### src/rtl/rs_bank_sequencer_pkg.sv
// Shared definitions for the RS flip-flop bank sequencer: operation codes,
// FSM state encodings and small helpers that map an operation to R/S drive
// levels and to the Q value expected after the enable pulse.
package rs_bank_sequencer_pkg;

  typedef enum logic [1:0] {
    OP_HOLD = 2'b00,
    OP_SET  = 2'b01,
    OP_RST  = 2'b10,
    OP_TGL  = 2'b11
  } op_e;

  typedef enum logic [2:0] {
    ST_IDLE  = 3'd0,
    ST_SETUP = 3'd1,
    ST_PULSE = 3'd2,
    ST_HOLD  = 3'd3,
    ST_CHECK = 3'd4
  } state_e;

  // {R, S} for an operation given the Q sampled at grant. Never returns 2'b11.
  function automatic logic [1:0] rs_drive(op_e op, logic q0);
    case (op)
      OP_SET:  return 2'b01;
      OP_RST:  return 2'b10;
      OP_TGL:  return {q0, ~q0};
      default: return 2'b00;
    endcase
  endfunction

  function automatic logic exp_q(op_e op, logic q0);
    case (op)
      OP_SET:  return 1'b1;
      OP_RST:  return 1'b0;
      OP_TGL:  return ~q0;
      default: return q0;
    endcase
  endfunction

endpackage

### src/rtl/rs_bank_sequencer_rr_arbiter2.sv
// 2-way round-robin arbiter.
//   req0/req1 : requests
//   advance   : grant is taken this cycle; the last-grant register updates
//   gnt_id    : winning requester (0/1), gnt_vld : any request present
// With both requesting, the one not granted last wins. Reset favours req0.
module rr_arbiter2 (
  input  logic clk,
  input  logic rst,
  input  logic req0,
  input  logic req1,
  input  logic advance,
  output logic gnt_id,
  output logic gnt_vld
);

  logic last;

  always_comb begin
    gnt_vld = req0 | req1;
    gnt_id  = (req0 & req1) ? ~last : req1;
  end

  always_ff @(posedge clk) begin
    if (rst)                     last <= 1'b1;
    else if (advance && gnt_vld) last <= gnt_id;
  end

endmodule

### src/rtl/rs_bank_sequencer.sv
// Sequencer/arbiter for a bank of RS flip-flops on a shared clock.
// Two requesters issue single-bit hold/set/reset/toggle ops; one is granted
// at a time and the target bit is driven SETUP -> PULSE -> HOLD -> CHECK,
// after which Q is compared with the expected result.
//   clk, rst        : clock, synchronous active-high reset
//   req/addr/op 0,1 : requests (held until done)
//   done/err 0,1    : one-cycle completion, err valid with done
//   ff_R/ff_S/ff_en : per-bit drive to the bank, ff_Q : per-bit readback
//   busy            : not IDLE
// All outputs decode from state and captured registers (plus live ff_Q for err).
module rs_bank_sequencer
  import rs_bank_sequencer_pkg::*;
#(
  parameter int N_BITS   = 8,
  parameter int ADDR_W   = 3,
  parameter int HOLD_CYC = 1
) (
  input  logic              clk,
  input  logic              rst,
  input  logic              req0,
  input  logic [ADDR_W-1:0] addr0,
  input  logic [1:0]        op0,
  output logic              done0,
  output logic              err0,
  input  logic              req1,
  input  logic [ADDR_W-1:0] addr1,
  input  logic [1:0]        op1,
  output logic              done1,
  output logic              err1,
  output logic [N_BITS-1:0] ff_R,
  output logic [N_BITS-1:0] ff_S,
  output logic [N_BITS-1:0] ff_en,
  input  logic [N_BITS-1:0] ff_Q,
  output logic              busy
);

  localparam int HW = (HOLD_CYC > 1) ? $clog2(HOLD_CYC) : 1;
  localparam logic [ADDR_W:0] NB = (ADDR_W+1)'(N_BITS);

  state_e            state, nxt;
  logic              cap_id, q0;
  logic [ADDR_W-1:0] cap_addr;
  op_e               cap_op;
  logic [HW-1:0]     hcnt;
  logic              gnt_id, gnt_vld;

  rr_arbiter2 u_arb (
    .clk     (clk),
    .rst     (rst),
    .req0    (req0),
    .req1    (req1),
    .advance (state == ST_IDLE),
    .gnt_id  (gnt_id),
    .gnt_vld (gnt_vld)
  );

  // Q of the winner's target bit at grant; out-of-range addresses read as 0.
  logic [ADDR_W-1:0] win_addr;
  logic [N_BITS-1:0] q_win_sh, q_cap_sh;
  assign win_addr = gnt_id ? addr1 : addr0;
  assign q_win_sh = ff_Q >> win_addr;
  assign q_cap_sh = ff_Q >> cap_addr;

  always_ff @(posedge clk) begin
    if (rst) begin
      state    <= ST_IDLE;
      cap_id   <= 1'b0;
      cap_addr <= '0;
      cap_op   <= OP_HOLD;
      q0       <= 1'b0;
      hcnt     <= '0;
    end else begin
      state <= nxt;
      if (state == ST_IDLE && gnt_vld) begin
        cap_id   <= gnt_id;
        cap_addr <= win_addr;
        cap_op   <= op_e'(gnt_id ? op1 : op0);
        q0       <= ({1'b0, win_addr} < NB) ? q_win_sh[0] : 1'b0;
      end
      hcnt <= (state == ST_HOLD) ? hcnt + 1'b1 : '0;
    end
  end

  always_comb begin
    nxt = state;
    case (state)
      ST_IDLE:  if (gnt_vld) nxt = ST_SETUP;
      ST_SETUP: nxt = ST_PULSE;
      ST_PULSE: nxt = ST_HOLD;
      ST_HOLD:  if (hcnt == HW'(HOLD_CYC - 1)) nxt = ST_CHECK;
      ST_CHECK: nxt = ST_IDLE;
      default:  nxt = ST_IDLE;
    endcase
  end

  // One-hot select of the captured bit; empty for a bad address so nothing
  // in the bank is ever touched.
  logic              addr_ok, drv, chk, mism;
  logic [1:0]        rs;
  logic [N_BITS-1:0] sel;

  always_comb begin
    addr_ok = ({1'b0, cap_addr} < NB);
    sel     = addr_ok ? (N_BITS'(1) << cap_addr) : '0;
    drv     = (state == ST_SETUP) || (state == ST_PULSE) || (state == ST_HOLD);
    chk     = (state == ST_CHECK);
    rs      = rs_drive(cap_op, q0);
    mism    = !addr_ok || (q_cap_sh[0] != exp_q(cap_op, q0));
    busy    = (state != ST_IDLE);
    done0   = chk && !cap_id;
    done1   = chk &&  cap_id;
    err0    = done0 && mism;
    err1    = done1 && mism;
  end

  for (genvar i = 0; i < N_BITS; i++) begin : g_bit
    assign ff_R[i]  = sel[i] & drv & rs[1];
    assign ff_S[i]  = sel[i] & drv & rs[0];
    assign ff_en[i] = sel[i] & (state == ST_PULSE);
  end

endmodule

### config.mk
export PLATFORM = sky130hd
export DESIGN_NAME = rs_bank_sequencer
export DESIGN_NICKNAME = d
export VERILOG_FILES = /design/src/rtl/rs_bank_sequencer_pkg.sv /design/src/rtl/rs_bank_sequencer_rr_arbiter2.sv /design/src/rtl/rs_bank_sequencer.sv
export SDC_FILE = /design/constraint.sdc
export NUM_CORES = 1
export LEC_CHECK = 0
export ABC_AREA = 1
export BUFFER_PORTS_ARGS = -buffer_cell sky130_fd_sc_hd__buf_2
export CAP_MARGIN = 30
export CORE_MARGIN = 4
export CORE_UTILIZATION = 24
export CTS_BUF_LIST = sky130_fd_sc_hd__clkbuf_4
export DETAILED_ROUTE_END_ITERATION = 8
export GPL_TIMING_DRIVEN = 1
export MAX_ROUTING_LAYER = met4
export PLACE_DENSITY = 0.48
export SLEW_MARGIN = 20
export SYNTH_ARGS = -nofsm -noshare
export SYNTH_HDL_FRONTEND = slang
export SYNTH_HIERARCHICAL = 1
export SYNTH_SLANG_ARGS = --single-unit
### constraint.sdc
create_clock -name clk -period 1.72 [get_ports clk]
set_clock_uncertainty 0.15 [all_clocks]
set_input_delay 0.172 -clock clk [delete_from_list [all_inputs] [get_ports clk]]
set_output_delay 0.172 -clock clk [all_outputs]
set_load 0.05 [all_outputs]
=== Yosys cells after proc, flatten, opt, wreduce, memory -nomap -nowiden ===
Cells that the tools add are included.

* Input bits: 22
* Output and inout bits: 29
* Register bits: 12
* Word-level logic and storage cells: 78

* Bitwise gates (word level): 37
* Reduce and logical (&&, ||, !) cells: 12
* Shift-type cells: 3
* Add/sub/neg operators: 1
* Mux-type cells: 8
* Equality and inequality tests: 10

{| class="wikitable"
|+ Operators by type and width
! kind !! count
|-
| $and 1x1->1 || 33
|-
| $shr 8x3->1 || 2
|-
| $pmux 3 s4 || 1
|-
| $mux 3 || 3
|-
| $shl 1x3->8 const A || 1
|-
| $eq 3x2->1 const B || 2
|-
| $pmux 2 s3 || 1
|-
| $logic_and 1x1->1 || 5
|-
| $eq 2x2->1 const B || 2
|-
| $ne 2x2->1 const B || 2
|-
| $eq 3x1->1 const B || 1
|-
| $eq 3x3->1 const B || 1
|-
| $logic_not 3->1 || 1
|-
| $not 1->1 || 3
|-
| $pmux 1 s3 || 1
|-
| $reduce_bool 3->1 || 1
|-
| $eq 2x1->1 const B || 1
|-
| $logic_or 1x1->1 || 2
|-
| $mux 2 || 1
|-
| $reduce_and 2->1 || 1
|-
| $reduce_or 2->1 || 1
|-
| $add 1x1->1 const B || 1
|-
| $logic_not 1->1 || 1
|-
| $mux 1 || 1
|-
| other kinds (2) || 2
|}

=== Longest topological paths before layout ===
Gate-level depths: netlist (run 1).

* Depth in word-level cells: 5
* Gate-level depth with buffers: 10
* Mapped depth without buffers: 10

=== By module ===
Netlist (run 1), hierarchy kept.

{| class="wikitable"
|+ By module, submodules not included
! module !! sequential area each (um2) !! instances !! cells an instance !! area an instance (um2)
|-
| rs_bank_sequencer || 220.2 || 1 || 161 || 954.7
|-
| rr_arbiter2 || 20.0 || 1 || 9 || 60.1
|}

=== Worst setup path after synthesis (run 1) ===
Ideal clock, no wire load.

* Kind: register -> output
* Start point: register state[0]
* End point: output err1
* Stages on the path, launching flop included: 6
* Setup slack: -0.664 ns
* Arrival: 2.062 ns
* Path buffers: 0
* Required time: 1.398 ns
* Cells stage by stage: dfxtp_1 nor2_4 nand2_1 nor2_1 inv_1 nor2_1

* Word-level cells in the longest chain between the ends: 3

{| class="wikitable"
|+ Ends and longest elaborated chain
! item !! RTL line !! RTL
|-
| from (decl) || rs_bank_sequencer.sv:40 || <nowiki>state_e state, nxt;</nowiki>
|-
| from (signal assigned) || rs_bank_sequencer.sv:73 || <nowiki>state <= nxt;</nowiki>
|-
| $eq 3x3->1 || rs_bank_sequencer.sv:106 || <nowiki>chk = (state == ST_CHECK);</nowiki>
|-
| $logic_and 1x1->1 || rs_bank_sequencer.sv:111 || <nowiki>done1 = chk && cap_id;</nowiki>
|-
| named net done1 || rs_bank_sequencer.sv:28 || <nowiki>output logic done1,</nowiki>
|-
| $logic_and 1x1->1 || rs_bank_sequencer.sv:113 || <nowiki>err1 = done1 && mism;</nowiki>
|-
| to (decl) || rs_bank_sequencer.sv:29 || <nowiki>output logic err1,</nowiki>
|}

The timed path passes the listed nets, and every way through them passes these cells.

=== Worst setup path in the final report (run 1) ===
* Start point: register state[0]
* End point: output ff_R[2]

* Word-level cells in the longest chain between the ends: 5
* Elaborated cells on any way between the ends: 7
* Classes of those cells: eq/ne: 3; bitwise: 2; reduce/logical: 2

{| class="wikitable"
|+ Ends and longest elaborated chain
! item !! RTL line !! RTL
|-
| $eq 3x1->1 or $eq 3x2->1 (tied branches) || rs_bank_sequencer.sv:105 || <nowiki>drv = (state == ST_SETUP) || (state == ST_PULSE) || (state == ST_HOLD);</nowiki>
|-
| $logic_or 1x1->1 || rs_bank_sequencer.sv:105 ||
|-
| $logic_or 1x1->1 * || rs_bank_sequencer.sv:105 ||
|-
| $and 1x1->1 * (2 in series) || rs_bank_sequencer.sv:117 || <nowiki>assign ff_R[i] = sel[i] & drv & rs[1];</nowiki>
|-
| to (decl) || rs_bank_sequencer.sv:30 || <nowiki>output logic [N_BITS-1:0] ff_R,</nowiki>
|}

Every way passes the cells marked *; elsewhere a longest branch is shown, timed or not.

==> results of run 1 <==
## metal layers
layer	vias to the layer above	track usage (%)
li1	688	-
met1	575	13.9
met2	34	21.8
met3	5	1.93
met4	0	4.30
met5	-	-
## layout make-up
cell class | count | area (µm²) | share of cell area (%)
clock buffers | 3 | 22.5 | 1.28
clock inverters | 1 | 3.75 | 0.214
repair buffers | 66 | 524 | 29.9
flip-flops and latches | 12 | 254 | 14.5
multi-input cells | 133 | 807 | 46.0
well taps | 50 | 62.6 | 3.57
inverters | 20 | 80.1 | 4.56
## registers in the layout, summed over array words and instances, names as in the netlist
register    flops
cap_addr        3
u_arb/last      1
state           3
cap_id          1
q0              1
hcnt            1
cap_op          2
## power by group through the flow
stage	Clock, mW	Sequential [mW]	Combinational [mW]
after global routing	0.218	0.358	0.682
final	0.189	0.352	0.613
after global placement	0	0.355	0.509
after CTS	0.199	0.353	0.529
after floorplan	0	0.340	0.384
after detailed placement	0	0.354	0.508
## worst max path at each step
stage | start | endpoint | slack [ns] | cells past startpoint
final | state[0]$_SDFFE_PP0P_ | ff_R[2] | -0.04 | 5
after global routing | cap_addr[0]$_SDFFE_PP0P_ | err1 | -0.16 | 10
after CTS | cap_addr[0]$_SDFFE_PP0P_ | err1 | -0.04 | 10
after detailed placement | cap_addr[0]$_SDFFE_PP0P_ | err1 | 0.07 | 9
after global placement | cap_addr[0]$_SDFFE_PP0P_ | err1 | 0.09 | 9
after floorplan | cap_addr[2]$_SDFFE_PP0P_ | ff_en[4] | -0.33 | 4
## synthesized netlist by cell type (3+ instances only)
| cell type | number | area, µm² |
|---|---|---|
| nand4_1 | 5 | 31.3 |
| dfxtp_1 | 12 | 240 |
| a21oi_2 | 3 | 26.3 |
| nand2_1 | 42 | 158 |
| nand3_1 | 19 | 95.1 |
| a21oi_1 | 7 | 35.0 |
| nor2_1 | 24 | 90.1 |
| inv_1 | 16 | 60.1 |
| o21ai_1 | 6 | 30.0 |
| nor3_1 | 10 | 50.1 |
| nand2_4 | 3 | 33.8 |
| inv_2 | 3 | 11.3 |
## logic make-up (layout without fill, tap and decap cells)
kind of cell	after synthesis	count (layout)	share of synthesized area, %
simple gates	111	111	51.2
buf+inv	25	90	11.8
compound gates	22	22	13.3
flops	12	12	23.7
## worst max-delay path, stage by stage (launching register included)
cell and delay, ns:
dfxtp_4 0.38, nor2_4 0.06, nor2_4 0.20, nand4_1 0.20, nor2_2 0.15, buf_6 0.17
## stage by stage
| step | TNS, ns | instances | total power [mW] | setup slack (ns) |
|---|---|---|---|---|
| 3_3_place_gp | 0 | 277 | 0.864 | 0.0905 |
| 2_1_floorplan | -2.83 | 170 | 0.724 | -0.325 |
| 4_1_cts | -0.143 | 282 | 1.08 | -0.0450 |
| 6_report | -0.183 | 285 | 1.15 | -0.0432 |
| 5_1_grt | -1.82 | 285 | 1.26 | -0.158 |
| 3_5_place_dp | 0 | 277 | 0.862 | 0.0726 |
## repair_timing
| action | 4_1_cts | 5_1_grt |
|---|---|---|
| pin swaps | 3 | 14 |
| setup endpoints to repair | 26 | 28 |
| buffers inserted | 0 | 3 |
| hold buffers | 1 | 0 |
| endpoints found under the hold margin | 4 | 0 |
| resized for setup | 44 | 48 |
==> flow_summary.toml, run 1 <==
[die]
die_h_um = 73.0
ios = 51
coreArea_um2 = 4060
start_util_pct = 25.0
die-area_um2 = 5330
die_width_um = 73.0
placementRows = 23

[status]
violations = "negative setup slack"
status = "finished, violations left"

[cells_and_area]
final_cell_area_um2 = 1750
nets = 258
synthToLayoutAreaGrowth_pct = 72.9
final_cell_mix = "37 x nand2_1, 24 x buf_2, 21 x buf_6, 19 x buf_4, 14 x inv_1"
diodes = 0
final_layout_size_suffix_gt1_share_pct = 54.5
fillers = 440
post-route-util_pct = 43.2
final_common_cell = "nand2_1"

[setup_path]
rr_startpoint = "u_arb/last$_SDFFE_PP1P_"
end_kind = "primary output"
cp_data_required_time_ns = 1.40
crit_arrival_ns = 1.44
ff2ff_setup_slack_ns = 0.13
reg2reg_depth = 9
start_kind = "register"
worstReg2RegEnd = "q0$_SDFFE_PP0P_"
crit_path_max_fanout = 8
critical_path_class = "register to primary output"

[detailed_routing]
via_count = 1302
met2WireLength_um = 1670
drtAntennaViolNets = 0
drcViolationCount = 0
route.detailed.wl_per_inst_um = 11.3
finalWirelength_um = 3230
met3_wirelength_um = 157
met1_length_um = 1350
vias_per_cell = 4.57
highest_layer = "met4"
dr.pass1.iters = 3
drt-initial-drc-count = 18

[power]
intPower_mw = 0.623
clock_power_share_pct = 16.4
swShare_pct = 46.0
pwr-share-seq_pct = 30.5
power.switching_mw = 0.531
p_leak_nw = 0.796
p_comb_share_pct = 53.1
max-vdd-ir-drop_mv = 0.436
pwr_density_cell_nw_per_um2 = 658

[timing]
period_minus_slack_ns = 1.76
setup_viol = 9
rsz0062_at_grt = "true"
period_share_pct = 103
tightest_slew_ns = 0.369
finalHoldViolCount = 0
fmax_mhz = 567
hold_ws_ns = 0.0209
relSlewSlack_pct = 75.3
finalMaxSlewViolations = 0
setup_ws_ns = -0.0432

[synthesis]
ys_async_sr_fraction_pct = 0
syn-num-nets = 192
synth-seq-cells = 12
avgSynthCellArea_um2 = 5.97
synthDistinctLibCells = 27
yosysWarnings = 6
synth-edff-count = 0
yosysSeqAreaShare_pct = 23.7
synth-main-ff-cell = "dfxtp_1"
synth.cell_area_um2 = 1010
netlist_instances = 170

[placement]
place_congestion = 0.819
portBuffers = 50
hpwl_um = 2550
dpl_cell_area_um2 = 1410

[job]
timing.max_cap.violations = 0

[grt]
grt_first_pass_wirelength_um = 5060
grt_pass1_vias = 1194
grt_max_degree = 14
antenna_found_initial = 0
grt_overflow_total = 0
grtUsageTotal_pct = 12.3

[clock_network]
clk_pin_slew_ns = 0.08
tritoncts = "done"
cts_root_buffer = "clkbuf_4"
clock_latency_ns = 0.28
cts_buffers = 3
htree_levels = 1
clk_path_buf_depth = 2
clock_sinks = 12

[worst_hold_path]
worstHoldPathCells = 3
hold_path_end = "u_arb/last$_SDFFE_PP1P_"
min_from = "req1"
min_path_type = "input port to register"
(Power assumes the default switching activity.)
==> inputs of run 2 (changes only) <==
--- a/config.mk
+++ b/config.mk
@@ -15,6 +15,7 @@
 export GPL_TIMING_DRIVEN = 1
 export MAX_ROUTING_LAYER = met4
 export PLACE_DENSITY = 0.48
+export SETUP_SLACK_MARGIN = 0.5
 export SLEW_MARGIN = 20
 export SYNTH_ARGS = -nofsm -noshare
 export SYNTH_HDL_FRONTEND = slang
==> run 2 against run 1 <==
Compared with the run above:
- critical endpoint is now err1
- highest routed layer unchanged
- die area unchanged
- global-route usage increased by 3.4 points
- register-to-register slack improved by 0.03 ns
- utilization increased by 18 points
- the flow still finishes with violations (negative setup slack)
- total power increased by 37%
==> flow_summary.toml, run 2 (same netlist as run 1, synthesis figures left out) <==
[status]
status = "finished, violations left"
violations = "negative setup slack"

[setup_path]
worstSetupEndpoint = "err1"
ff2ff_setup_slack_ns = 0.16
crit_arrival_ns = 1.45
worst-path-stages = 8
path_buf_inv = 4
path_cells = "nor2_4, buf_6, buf_6, nand2_8, nor2_4, inv_2, nor2_4, buf_6"
path_delay_family = "buffers and inverters"
max_stage_delay_ns = 0.34
critical_path.slowest_cell = "dfxtp_2"
cp_data_required_time_ns = 1.40
end_kind = "primary output"
start_kind = "register"
critical_path_class = "register to primary output"
crit_path_max_fanout = 2
worstReg2RegEnd = "cap_id$_SDFFE_PP0P_"
reg2reg_depth = 10
crit_path_start = "state[1]$_SDFFE_PP0P_"
rr_startpoint = "state[1]$_SDFFE_PP0P_"

[die]
die_width_um = 73.0
die-area_um2 = 5330
coreArea_um2 = 4060
die_h_um = 73.0
placementRows = 23
ios = 51
start_util_pct = 25.0

[detailed_routing]
drt-initial-drc-count = 14
via_count = 1428
route.detailed.wl_per_inst_um = 13.1
drtAntennaViolNets = 0
vias_per_cell = 4.71
drcViolationCount = 0
dr.pass1.iters = 4
finalWirelength_um = 3980

[timing]
setup_viol = 16
finalHoldViolCount = 0
finalMaxSlewViolations = 0
tns_ns = -0.412
period_share_pct = 103
setup_ws_ns = -0.0496
fmax_mhz = 565
rsz0062_at_grt = "true"
relSlewSlack_pct = 69.1
tightest_slew_ns = 0.464
period_minus_slack_ns = 1.77

[clock_network]
cts_buffers = 3
hold_buffers = 0
cts_root_buffer = "clkbuf_4"
clock_sinks = 12
clock_latency_ns = 0.26
htree_levels = 1
clk_pin_slew_ns = 0.07
clk_path_buf_depth = 2
tritoncts = "done"

[cells_and_area]
synthToLayoutAreaGrowth_pct = 145
final_common_cell = "buf_6"
top_regs = "cap_addr (3), state (3), cap_op (2)"
diodes = 0
post-route-util_pct = 61.2
nets = 277
final_cell_mix = "39 x buf_6, 29 x nand2_1, 25 x nor2_4, 21 x buf_2, 12 x buf_4"
final_layout_size_suffix_gt1_share_pct = 73.1
final_cell_area_um2 = 2480

[placement]
portBuffers = 50
hpwl_um = 2950
dpl_cell_area_um2 = 1730
place_congestion = 0.714

[grt]
antenna_found_initial = 0
grt_pass1_vias = 1422
grt_max_degree = 9
grtUsageTotal_pct = 15.7
grt_first_pass_wirelength_um = 6620
grt_overflow_total = 0

[job]
timing.max_cap.violations = 0

[worst_hold_path]
min_path_type = "input port to register"

[power]
p_leak_nw = 1.04
pwr_density_cell_nw_per_um2 = 638
power.total_mw = 1.59
max-vdd-ir-drop_mv = 0.336
## run 2: cell count changes in the layout (fill, tap and decap cells not counted), sizes merged
cell,previous run,this run
nand2,47,49
dlygate4sd3,1,0
clkinv,1,0
buf,65,83
## run 2: final cells by class
class | instances | area, µm²
Clock buffer | 3 | 22.5
Fill cell | 361 | 1570
Inverter | 20 | 100
Multi-Input combinational cell | 135 | 1220
Sequential cell | 12 | 260
Tap cell | 50 | 62.6
Timing Repair Buffer | 83 | 815
## run 2: routing by layer
layer | share of wire, % | global-route usage, % | up-vias | routed length [µm]
met5 | 0 | - | - | 0
met4 | 0.70 | 2.66 | 0 | 28
met2 | 55 | 28.1 | 40 | 2210
li1 | - | - | 729 | -
met1 | 39 | 19.2 | 655 | 1540
met3 | 5.2 | 1.38 | 4 | 206
## run 2: worst min path at each step
stage / from / end / cells after the start
global placement: hcnt$_SDFF_PP0_ / state[2]$_SDFFE_PP0P_ / 1
finish: rst / state[1]$_SDFFE_PP0P_ / 2
global route: rst / state[1]$_SDFFE_PP0P_ / 2
floorplan: rst / state[1]$_SDFFE_PP0P_ / 1
CTS: rst / state[1]$_SDFFE_PP0P_ / 2
detailed placement: hcnt$_SDFF_PP0_ / state[2]$_SDFFE_PP0P_ / 1
## run 2: timing repair
action	4_1_cts	5_1_grt
resized for setup	108	29
endpoints found under the setup margin	38	39
setup buffers	15	7
pin swaps	23	17
cloned	2	0
## run 2: report_power, final
| group | switching [mW] | internal, mW | total [mW] |
|---|---|---|---|
| Clock | 0.0877 | 0.0807 | 0.168 |
| Combinational | 0.606 | 0.444 | 1.05 |
| Sequential | 0.0490 | 0.318 | 0.367 |
| Total | 0.742 | 0.843 | 1.59 |
## run 2: metrics by stage
step	instances	setup slack [ns]	hold WS [ns]
2_1_floorplan	170	0.113	0.0840
3_3_place_gp	276	0.0371	0.277
3_5_place_dp	276	-0.0381	0.279
4_1_cts	296	-0.0859	0.0202
5_1_grt	303	-0.123	0.0420
6_report	303	-0.0496	0.0415
==> inputs of run 3 (changes only) <==
--- a/config.mk
+++ b/config.mk
@@ -16,6 +16,7 @@
 export MAX_ROUTING_LAYER = met4
 export PLACE_DENSITY = 0.48
 export SETUP_SLACK_MARGIN = 0.5
+export SKIP_CTS_REPAIR_TIMING = 1
 export SLEW_MARGIN = 20
 export SYNTH_ARGS = -nofsm -noshare
 export SYNTH_HDL_FRONTEND = slang
==> constraint.sdc (replaced) <==
create_clock -name clk -period 1.72 [get_ports clk]
set_clock_uncertainty 0.15 [all_clocks]
set_input_delay 0.086 -clock clk [delete_from_list [all_inputs] [get_ports clk]]
set_output_delay 0.086 -clock clk [all_outputs]
set_load 0.05 [all_outputs]
==> run 3 against run 2 <==
Compared with the run above:
- the run now ends clean
- sequential share of layout area grew 0.72 points
- critical path type unchanged
- total power shrank 5.6%
- critical path depth is 2 higher
- highest routed layer unchanged
- non-clock buffer count is the same
- global-route usage decreased by 2.5 points
- clock-buffer cell count unchanged
- final area shrank 3.7%
- sequential cell count unchanged
- worst setup slack gained 0.073 ns
- utilization down 2.3 points
- fmax increased by 4.3%
- combinational power down 11%
==> flow_summary.toml, run 3 (same netlist as run 1, synthesis figures left out) <==
[setup_path]
critical_path_class = "register to primary output"
cp_data_required_time_ns = 1.48
rr_startpoint = "state[0]$_SDFFE_PP0P_"
path_common_cell = "nand2_1"
critical_path.slowest_cell = "dfxtp_4"
reg2reg_depth = 10
crit_arrival_ns = 1.46
start_kind = "register"
path_cells = "inv_6, nand2_1, nand2_1, nand2_1, nand3_2, nand2_1, nand2_1, nand2_2, nor2_4, buf_8"
crit_path_max_fanout = 7
worstReg2RegEnd = "q0$_SDFFE_PP0P_"
end_kind = "primary output"
max_stage_delay_ns = 0.39
ff2ff_setup_slack_ns = 0.24

[die]
placementRows = 23
start_util_pct = 25.0
die-area_um2 = 5330
die_width_um = 73.0
coreArea_um2 = 4060
ios = 51
die_h_um = 73.0

[worst_hold_path]
worstHoldPathCells = 4
min_path_type = "input port to register"
hold_path_end = "u_arb/last$_SDFFE_PP1P_"
min_from = "req0"

[power]
max-vdd-ir-drop_mv = 0.433
pwr-share-seq_pct = 25.2
intPower_mw = 0.779
power.switching_mw = 0.717
swShare_pct = 47.9
clock_power_share_pct = 12.6
pwr_density_cell_nw_per_um2 = 626
power.total_mw = 1.50
p_comb_share_pct = 62.2
p_leak_nw = 1.01

[detailed_routing]
via_count = 1424
drcViolationCount = 0
vias_per_cell = 4.70
drtAntennaViolNets = 0
drt-initial-drc-count = 26
finalWirelength_um = 3770
dr.pass1.iters = 6
route.detailed.wl_per_inst_um = 12.4

[clock_network]
tritoncts = "done"
clk_pin_slew_ns = 0.08
clock_latency_ns = 0.28
cts_root_buffer = "clkbuf_4"
clk_path_buf_depth = 2
clock_sinks = 12
cts_buffers = 3
htree_levels = 1

[cells_and_area]
final_cell_mix = "32 x buf_6, 30 x nand2_1, 25 x nor2_4, 21 x buf_2, 19 x buf_4"
fillers = 365
final_layout_size_suffix_gt1_share_pct = 69.2
nets = 276
diodes = 0
synthToLayoutAreaGrowth_pct = 136
final_common_cell = "buf_6"
post-route-util_pct = 59.0
top_regs = "cap_addr (3), state (3), cap_op (2)"

[timing]
finalMaxSlewViolations = 0
rsz0062_at_grt = "true"
tightest_slew_ns = 0.445
fmax_mhz = 589
period_share_pct = 98.7
period_minus_slack_ns = 1.70
finalHoldViolCount = 0
setup_viol = 0
relSlewSlack_pct = 70.4

[job]
timing.max_cap.violations = 0

[grt]
antenna_found_initial = 0
grt_first_pass_wirelength_um = 5430
grt_max_degree = 14
grtUsageTotal_pct = 13.2
grt_overflow_total = 0
grt_pass1_vias = 1213

[placement]
hpwl_um = 2900
place_congestion = 0.746
portBuffers = 50

[status]
status = "finished clean"
run 3: cell types whose count changed in the layout (fill, tap and decap cells not counted), moves of 3 or more:
cell           before  now
buf_4              12   19
buf_6              39   32
a21oi_2             7    4
dlygate4sd3_1       0    4
dfxtp_4             4    7
dfxtp_2             4    1
run 3: worst max path at each step:
stage | cells after the start | to | from
finish | 10 | err1 | cap_addr[0]$_SDFFE_PP0P_
global route | 10 | err1 | cap_addr[0]$_SDFFE_PP0P_
CTS | 9 | err1 | cap_addr[0]$_SDFFE_PP0P_
detailed placement | 9 | err1 | cap_addr[0]$_SDFFE_PP0P_
global placement | 5 | ff_R[5] | state[0]$_SDFFE_PP0P_
floorplan | 5 | err0 | state[1]$_SDFFE_PP0P_
run 3: power groups by stage:
stage | registers, mW | logic [mW] | clock network [mW]
floorplan | 0.352 | 0.550 | 0
global placement | 0.376 | 0.639 | 0
detailed placement | 0.378 | 0.648 | 0
CTS | 0.371 | 0.649 | 0.196
global route | 0.383 | 1.00 | 0.211
finish | 0.377 | 0.931 | 0.189
run 3: layout make-up:
| class | count | area, µm² | area share, % |
|---|---|---|---|
| multi-input combinational | 134 | 1170 | 49.0 |
| timing repair buffer | 83 | 758 | 31.7 |
| sequential | 12 | 268 | 11.2 |
| inverter | 20 | 105 | 4.39 |
| tap | 50 | 62.6 | 2.62 |
| clock buffer | 3 | 22.5 | 0.941 |
| clock inverter | 1 | 3.75 | 0.157 |
run 3: through the flow:
stage | setup WS, ns | setup TNS [ns] | std cells | area, µm² | hold slack [ns]
after detailed placement | 0.0105 | 0 | 273 | 1700 | 0.208
after floorplan | 0.199 | 0 | 170 | 1390 | -0.00200
after global placement | 0.0944 | 0 | 273 | 1700 | 0.207
after CTS | -0.303 | -4.05 | 277 | 1730 | -0.101
final | 0.0229 | 0 | 303 | 2390 | 0.0171
after global routing | -0.0873 | -0.717 | 303 | 2390 | 0.0518
run 3: routing by layer:
metal	global-route usage, %	up-vias	share of wire [%]	routed length (µm)
li1	-	730	-	-
met1	15.7	647	39	1460
met4	3.69	0	1.1	42
met5	-	-	0	0
met3	3.03	6	5.5	207
met2	22.0	41	55	2060
run 3: worst max-delay path: cells and delay by family (launching register included):
family,cells,cell delay [ns]
AND/OR/NAND/NOR,8,0.58
buffers and inverters,2,0.22
flip-flops,1,0.39
